--- config.mk ---
export PLATFORM = sky130hd
export DESIGN_NAME = alu_mp_seq_flat
export DESIGN_NICKNAME = d
export VERILOG_FILES = /design/src/rtl/alu_mp_seq_pkg.sv /design/src/rtl/alu_mp_seq_if.sv /design/src/rtl/alu_mp_wsel.sv /design/src/rtl/alu_mp_seq.sv /design/src/flat_wrapper.sv
export SDC_FILE = /design/constraint.sdc
export NUM_CORES = 1
export LEC_CHECK = 0
export CELL_PAD_IN_SITES_DETAIL_PLACEMENT = 1
export CELL_PAD_IN_SITES_GLOBAL_PLACEMENT = 1
export CORE_MARGIN = 1
export CORE_UTILIZATION = 39
export DETAILED_ROUTE_END_ITERATION = 16
export PLACE_DENSITY_LB_ADDON = 0.1
export SYNTH_ARGS = -nofsm -noshare
export SYNTH_HDL_FRONTEND = slang
export SYNTH_SLANG_ARGS = --single-unit
--- constraint.sdc ---
create_clock -name clk -period 3.69 [get_ports clk]
set_input_delay 0.369 -clock clk [delete_from_list [all_inputs] [get_ports clk]]
set_output_delay 0.369 -clock clk [all_outputs]
set_load 0.02 [all_outputs]
--- src/rtl/alu_mp_seq_pkg.sv ---
// Shared encodings for the multi-precision ALU sequencer: op codes, FSM states, ALU opcodes.
// op_legal() admits the compare op only when ALU_MP_SEQ_CMP_EN is defined.
package alu_mp_seq_pkg;

   localparam int OP_W = 3;
   localparam logic [OP_W-1:0] SEQ_OP_ADD = 3'b000;
   localparam logic [OP_W-1:0] SEQ_OP_SUB = 3'b001;
   localparam logic [OP_W-1:0] SEQ_OP_AND = 3'b010;
   localparam logic [OP_W-1:0] SEQ_OP_OR  = 3'b011;
   localparam logic [OP_W-1:0] SEQ_OP_CMP = 3'b100;

   localparam int AC_N = 4;
   localparam logic [AC_N-1:0] AC_AD = 4'h0;
   localparam logic [AC_N-1:0] AC_SB = 4'h1;
   localparam logic [AC_N-1:0] AC_AN = 4'h2;
   localparam logic [AC_N-1:0] AC_OR = 4'h3;

   typedef enum logic [1:0] {
      IDLE = 2'd0,
      RUN  = 2'd1,
      DONE = 2'd2
   } seq_state_e;

   function automatic logic op_legal(input logic [OP_W-1:0] op);
`ifdef ALU_MP_SEQ_CMP_EN
      return (op <= SEQ_OP_CMP);
`else
      return (op <= SEQ_OP_OR);
`endif
   endfunction

endpackage

--- src/rtl/alu_mp_seq_if.sv ---
// Control-unit request/response bus plus the word-serial ALU port of the sequencer.
interface alu_mp_seq_if
   import alu_mp_seq_pkg::*;
#(
   parameter int N     = 8,
   parameter int WORDS = 4
) ();

   logic                 start;
   logic [OP_W-1:0]      op;
   logic [N*WORDS-1:0]   a_in;
   logic [N*WORDS-1:0]   b_in;
   logic                 ready;
   logic                 busy;
   logic                 done;
   logic [N*WORDS-1:0]   result;
   logic                 carry;
   logic                 zero;

   logic [AC_N-1:0]      alu_cs;
   logic [N-1:0]         alu_a;
   logic [N-1:0]         alu_b;
   logic                 alu_cin;
   logic [N-1:0]         alu_s;
   logic                 alu_zero;
   logic                 alu_cout;

   modport master (
      output start, op, a_in, b_in, alu_s, alu_zero, alu_cout,
      input  ready, busy, done, result, carry, zero,
             alu_cs, alu_a, alu_b, alu_cin
   );

   modport slave (
      input  start, op, a_in, b_in, alu_s, alu_zero, alu_cout,
      output ready, busy, done, result, carry, zero,
             alu_cs, alu_a, alu_b, alu_cin
   );

endinterface

--- src/rtl/alu_mp_wsel.sv ---
// Word-select mux: picks N-bit word idx out of a WORDS*N-bit operand.
module alu_mp_wsel #(
   parameter int N     = 8,
   parameter int WORDS = 4,
   parameter int IW    = 2
) (
   input  logic [N*WORDS-1:0] wide,
   input  logic [IW-1:0]      idx,
   output logic [N-1:0]       word
);

   logic [WORDS-1:0][N-1:0] words;

   assign words = wide;
   assign word  = words[idx];

endmodule

--- src/rtl/alu_mp_seq.sv ---
// Multi-precision sequencer: runs one WORDS*N-bit op through the external N-bit ALU, LSW first.
// Optional compare op (result untouched, carry = A<B, zero = A==B) enabled by ALU_MP_SEQ_CMP_EN.
module alu_mp_seq
   import alu_mp_seq_pkg::*;
#(
   parameter int N     = 8,
   parameter int WORDS = 4
) (
   input  logic          clk,
   input  logic          rst,
   alu_mp_seq_if.slave   bus
);

   localparam int IW = (WORDS > 1) ? $clog2(WORDS) : 1;
   localparam int W  = N * WORDS;

   seq_state_e       state_q, state_d;
   logic [IW-1:0]    idx_q;
   logic [W-1:0]     a_q, b_q, result_q;
   logic [OP_W-1:0]  op_q;
   logic             chain_q, zacc_q, carry_q, zero_q;
   logic             accept, last_word, is_sub, is_logic, wr_result;
   logic [N-1:0]     word_a, word_b;

   assign accept    = (state_q == IDLE) && bus.start && op_legal(bus.op);
   assign last_word = (idx_q == IW'(WORDS - 1));
   assign is_logic  = (op_q == SEQ_OP_AND) || (op_q == SEQ_OP_OR);
`ifdef ALU_MP_SEQ_CMP_EN
   assign is_sub    = (op_q == SEQ_OP_SUB) || (op_q == SEQ_OP_CMP);
   assign wr_result = (op_q != SEQ_OP_CMP);
`else
   assign is_sub    = (op_q == SEQ_OP_SUB);
   assign wr_result = 1'b1;
`endif

   always_ff @(posedge clk or posedge rst) begin
      if (rst) state_q <= IDLE;
      else     state_q <= state_d;
   end

   // NOTE: combinational blocks assign a default first so no latch is inferred.
   always_comb begin
      state_d = state_q;
      case (state_q)
         IDLE:    if (accept)    state_d = RUN;
         RUN:     if (last_word) state_d = DONE;
         DONE:                   state_d = IDLE;
         default:                state_d = IDLE;
      endcase
   end

   always_comb begin
      bus.ready   = (state_q == IDLE);
      bus.busy    = (state_q == RUN);
      bus.done    = (state_q == DONE);
      bus.alu_cs  = AC_AN;
      bus.alu_cin = 1'b0;
      if (state_q == RUN) begin
         case (op_q)
            SEQ_OP_ADD: begin
               bus.alu_cs  = AC_AD;
               bus.alu_cin = (idx_q == '0) ? 1'b0 : chain_q;
            end
            SEQ_OP_OR:  bus.alu_cs = AC_OR;
            SEQ_OP_AND: bus.alu_cs = AC_AN;
            default: if (is_sub) begin
               // ALU reports borrow on alu_cout, so the next word's carry-in is its inverse.
               bus.alu_cs  = AC_SB;
               bus.alu_cin = (idx_q == '0) ? 1'b1 : ~chain_q;
            end
         endcase
      end
   end

   // NOTE: sequential state uses non-blocking assignments only.
   always_ff @(posedge clk or posedge rst) begin
      if (rst) begin
         idx_q    <= '0;
         a_q      <= '0;
         b_q      <= '0;
         op_q     <= '0;
         result_q <= '0;
         chain_q  <= 1'b0;
         zacc_q   <= 1'b1;
         carry_q  <= 1'b0;
         zero_q   <= 1'b1;
      end else if (accept) begin
         a_q     <= bus.a_in;
         b_q     <= bus.b_in;
         op_q    <= bus.op;
         idx_q   <= '0;
         zacc_q  <= 1'b1;
         chain_q <= 1'b0;
      end else if (state_q == RUN) begin
         if (wr_result) result_q[int'(idx_q)*N +: N] <= bus.alu_s;
         chain_q <= bus.alu_cout;
         zacc_q  <= zacc_q & bus.alu_zero;
         idx_q   <= idx_q + IW'(1);
         if (last_word) begin
            idx_q   <= '0;
            carry_q <= is_logic ? 1'b0 : bus.alu_cout;
            zero_q  <= zacc_q & bus.alu_zero;
         end
      end
   end

   alu_mp_wsel #(.N(N), .WORDS(WORDS), .IW(IW)) u_wsel_a (.wide(a_q), .idx(idx_q), .word(word_a));
   alu_mp_wsel #(.N(N), .WORDS(WORDS), .IW(IW)) u_wsel_b (.wide(b_q), .idx(idx_q), .word(word_b));

   assign bus.alu_a  = word_a;
   assign bus.alu_b  = word_b;
   assign bus.result = result_q;
   assign bus.carry  = carry_q;
   assign bus.zero   = zero_q;

endmodule

--- src/flat_wrapper.sv ---
// flat-port wrapper written by rule: the top's interface ports become plain ports
module alu_mp_seq_flat import alu_mp_seq_pkg::*;
#(
   parameter int N     = 8,
   parameter int WORDS = 4
)
  (clk, rst, bus_start, bus_op, bus_a_in, bus_b_in, bus_alu_s, bus_alu_zero, bus_alu_cout, bus_ready, bus_busy, bus_done, bus_result, bus_carry, bus_zero, bus_alu_cs, bus_alu_a, bus_alu_b, bus_alu_cin);
  alu_mp_seq_if #(.N(N), .WORDS(WORDS)) bus_i ();
  input  logic clk;
  input  logic rst;
  input wire logic [$bits(bus_i.start)-1:0] bus_start;
  input wire logic [$bits(bus_i.op)-1:0] bus_op;
  input wire logic [$bits(bus_i.a_in)-1:0] bus_a_in;
  input wire logic [$bits(bus_i.b_in)-1:0] bus_b_in;
  input wire logic [$bits(bus_i.alu_s)-1:0] bus_alu_s;
  input wire logic [$bits(bus_i.alu_zero)-1:0] bus_alu_zero;
  input wire logic [$bits(bus_i.alu_cout)-1:0] bus_alu_cout;
  output wire logic [$bits(bus_i.ready)-1:0] bus_ready;
  output wire logic [$bits(bus_i.busy)-1:0] bus_busy;
  output wire logic [$bits(bus_i.done)-1:0] bus_done;
  output wire logic [$bits(bus_i.result)-1:0] bus_result;
  output wire logic [$bits(bus_i.carry)-1:0] bus_carry;
  output wire logic [$bits(bus_i.zero)-1:0] bus_zero;
  output wire logic [$bits(bus_i.alu_cs)-1:0] bus_alu_cs;
  output wire logic [$bits(bus_i.alu_a)-1:0] bus_alu_a;
  output wire logic [$bits(bus_i.alu_b)-1:0] bus_alu_b;
  output wire logic [$bits(bus_i.alu_cin)-1:0] bus_alu_cin;
  assign bus_i.start = bus_start;
  assign bus_i.op = bus_op;
  assign bus_i.a_in = bus_a_in;
  assign bus_i.b_in = bus_b_in;
  assign bus_i.alu_s = bus_alu_s;
  assign bus_i.alu_zero = bus_alu_zero;
  assign bus_i.alu_cout = bus_alu_cout;
  assign bus_ready = bus_i.ready;
  assign bus_busy = bus_i.busy;
  assign bus_done = bus_i.done;
  assign bus_result = bus_i.result;
  assign bus_carry = bus_i.carry;
  assign bus_zero = bus_i.zero;
  assign bus_alu_cs = bus_i.alu_cs;
  assign bus_alu_a = bus_i.alu_a;
  assign bus_alu_b = bus_i.alu_b;
  assign bus_alu_cin = bus_i.alu_cin;
  alu_mp_seq #(.N(N), .WORDS(WORDS)) u_core (.clk(clk), .rst(rst), .bus(bus_i));
endmodule
==> metrics <==
Syn Inst Count roughly 310; # fillers between 1k and 1.5k; Crit Path Class reg2out; area leader, netlist dfrtp_1; FMAX between 0.3 and 0.4 GHz; # rows 40; most common cell after layout, fill and taps aside clkdlybuf4s50_1; first-pass GRT wire length approximately 19 mm; outcome finished, final reports clean; Crit. End Element output port; dpl hpwl between 7 and 8 mm; port buffer count roughly 140; CP startpoint kind flop; Die Footprint 13,100 sq um; Setup Viol. Count Final 0; Initial Util 0.406; Worst-Skew Late Latency 0.35 ns; synthesized cell area a little under 5000 sq um; drc violations 0; total track usage 0.188; largest cells by area after synthesis dfrtp_1, mux2_4, mux4_2; layout cells sized above 1 0.237; Pre-antenna DRT Iters 4; aggregate global routing overflow 0; P&R area growth vs syn 34.8%; MaxCap Viol Count 0; min Tclk post-route ~2.7 ns; Num CTS Buffers 9; # Post-CTS Setup Buffers 0; 1st-iter DRT viols ~110; via count 3,015; vias per cell a little under 5; Sw Share 0.346; Worst-Margin Slew about 0.91 ns; DR WL/cell roughly 18 um; Psw just over 2000 uW; count of final hold-check violations 0; worst hold path class reg2reg; sum of negative setup slack 0 ns; routed wire length approximately 11 mm; Worst Skew 0.00974 ns; RD Place Congestion a little over 0.7; Comb power frac 0.496; top cell type's share of synthesized area 0.532; commonest non-fill, non-tap cells in the layout clkdlybuf4s50_1, dfrtp_1, mux2_4; Multi-input gate area slightly above 2000 sq um; Clk pin slew, worst setup/hold paths 0.07 ns; largest net degree at the start of global routing 73; synthesis-stage register bit count approximately 110; Chip Width 115 um; ANT cells 0; DRT antenna net count 0; RSZ-0062 raised after global routing no; Seq. cell area approximately 2700 sq um; Max Slew Vio Count 0; Top-Level Pins 138; CTS Sinks about 110; Leak Pwr between 0.002 and 0.003 uW; CTS tree done; Hold WS roughly 0.48 ns; H-tree Lvls 3; Slew headroom 0.395; P per Cell Area between 800 and 900 nW/um^2; Hold-fix buffers, CTS 0; register area share after synthesis 0.543; Avg Cell Area, Syn ~16 sq um; CORE AREA between 10,000 and 15,000 sq um; maximum vdd ir drop ~0.00051 V; initial antenna violation count 0; Final nets ~530; Synth cell types 33; Int Power about 3800 uW; number of global-route vias before repair roughly 3.4k; Tcrit/Tclk final 0.737; Bufs on Longest Clock Path 2; Resize count post-CTS 0; worst path required time 3.32 ns; Clock Tree Root clkbuf_16; synth warn 0; Die Span Y ~110 um; Critical Path AT between 2 and 2.5 ns; worst-path fanout max 9; Clock power frac 0.152; Reg power frac 0.352
[layer usage]
metal,global-route usage,vias up,share of wire
li1,-,1398,-
met1,0.239,1527,0.44
met3,0.0635,8,0.056
met4,0.0468,0,0.0093
met5,0,-,0
met2,0.307,82,0.49
[per-stage QoR]
stage | area, sq um | util | total power [uW] | instances | setup WS (ns)
floorplan | 4940 | - | 3930 | 313 | 0.507
global placement | 6390 | 0.525 | 4900 | 603 | 1.31
detailed placement | 6390 | 0.525 | 4990 | 603 | 1.31
CTS | 6650 | 0.547 | 5910 | 619 | 0.928
global route | 6650 | 0.547 | 6200 | 619 | 0.815
finish | 6650 | 0.547 | 5830 | 619 | 0.972
[Yosys cell counts (all sizes together)]
| cell type | number |
|---|---|
| nand3b | 5 |
| xnor2 | 1 |
| nor4b | 2 |
| inv | 6 |
| dfstp | 2 |
| nor4 | 1 |
| ha | 6 |
| o21ai | 16 |
| o31ai | 1 |
| or3 | 2 |
| a21oi | 1 |
| nor3b | 1 |
| nor2b | 4 |
| dfrtp | 105 |
| nand2b | 2 |
| clkbuf | 2 |
| nand3 | 9 |
| conb | 1 |
| a22o | 22 |
| o21bai | 1 |
| mux2 | 65 |
| nand2 | 19 |
| nand4bb | 1 |
| mux4 | 16 |
| nor2 | 4 |
| buf | 17 |
[critical path: stages (launching register included)]
cell and delay (ns):
dfrtp_1 0.59, nand2b_1 0.29, or3_1 0.39, nor2_1 0.11, clkdlybuf4s50_1 0.61
[registers in the layout (all words and copies together), names as in the netlist]
name	cells
u_core.bus.carry	1
u_core.op_q	3
u_core.chain_q	1
u_core.zacc_q	1
u_core.b_q	32
u_core.state_q	2
u_core.bus.result	32
u_core.a_q	32
u_core.bus.zero	1
u_core.idx_q	2
[power groups by stage]
stage               clock network [uW]  logic (uW)  registers [uW]
floorplan                            0        1800            2130
global placement                     0        2860            2030
detailed placement                   0        2930            2060
CTS                                919        2940            2060
global route                       963        3110            2120
finish                             884        2890            2050
[logic make-up after synthesis]
group | synth area share
buffers and inverters | 0.0477
adder cells (fa/ha/maj) | 0.0152
XOR/XNOR | 0.00177
other | 0.000760
AND/OR/NAND/NOR | 0.0654
flip-flops | 0.543
AO/OA/AOI/OAI | 0.0593
multiplexers | 0.267
[final cells by class]
class / count / share of cell area
Clock buffer: 12 / 0.0355
Clock inverter: 4 / 0.00433
Inverter: 6 / 0.00376
Multi-Input combinational cell: 181 / 0.304
Sequential cell: 107 / 0.403
Tap cell: 168 / 0.0316
Timing Repair Buffer: 141 / 0.217
[path summary, 6_finish.rpt]
path                                        end  slack, ns  depth (start not counted)         startpoint
max                                 bus_alu_cin       0.97                          4  u_core.state_q[0]
min in group asynchronous  u_core.bus.result[1]       0.59                          2                rst
min reg2reg                     u_core.bus.zero       0.48                          2      u_core.zacc_q
min                             u_core.bus.zero       0.48                          2      u_core.zacc_q
max in group asynchronous        u_core.a_q[13]       2.38                          3                rst
max reg2reg                      u_core.a_q[31]       1.61                          3  u_core.state_q[0]
No activity file was read; power rests on OpenSTA's default activity.
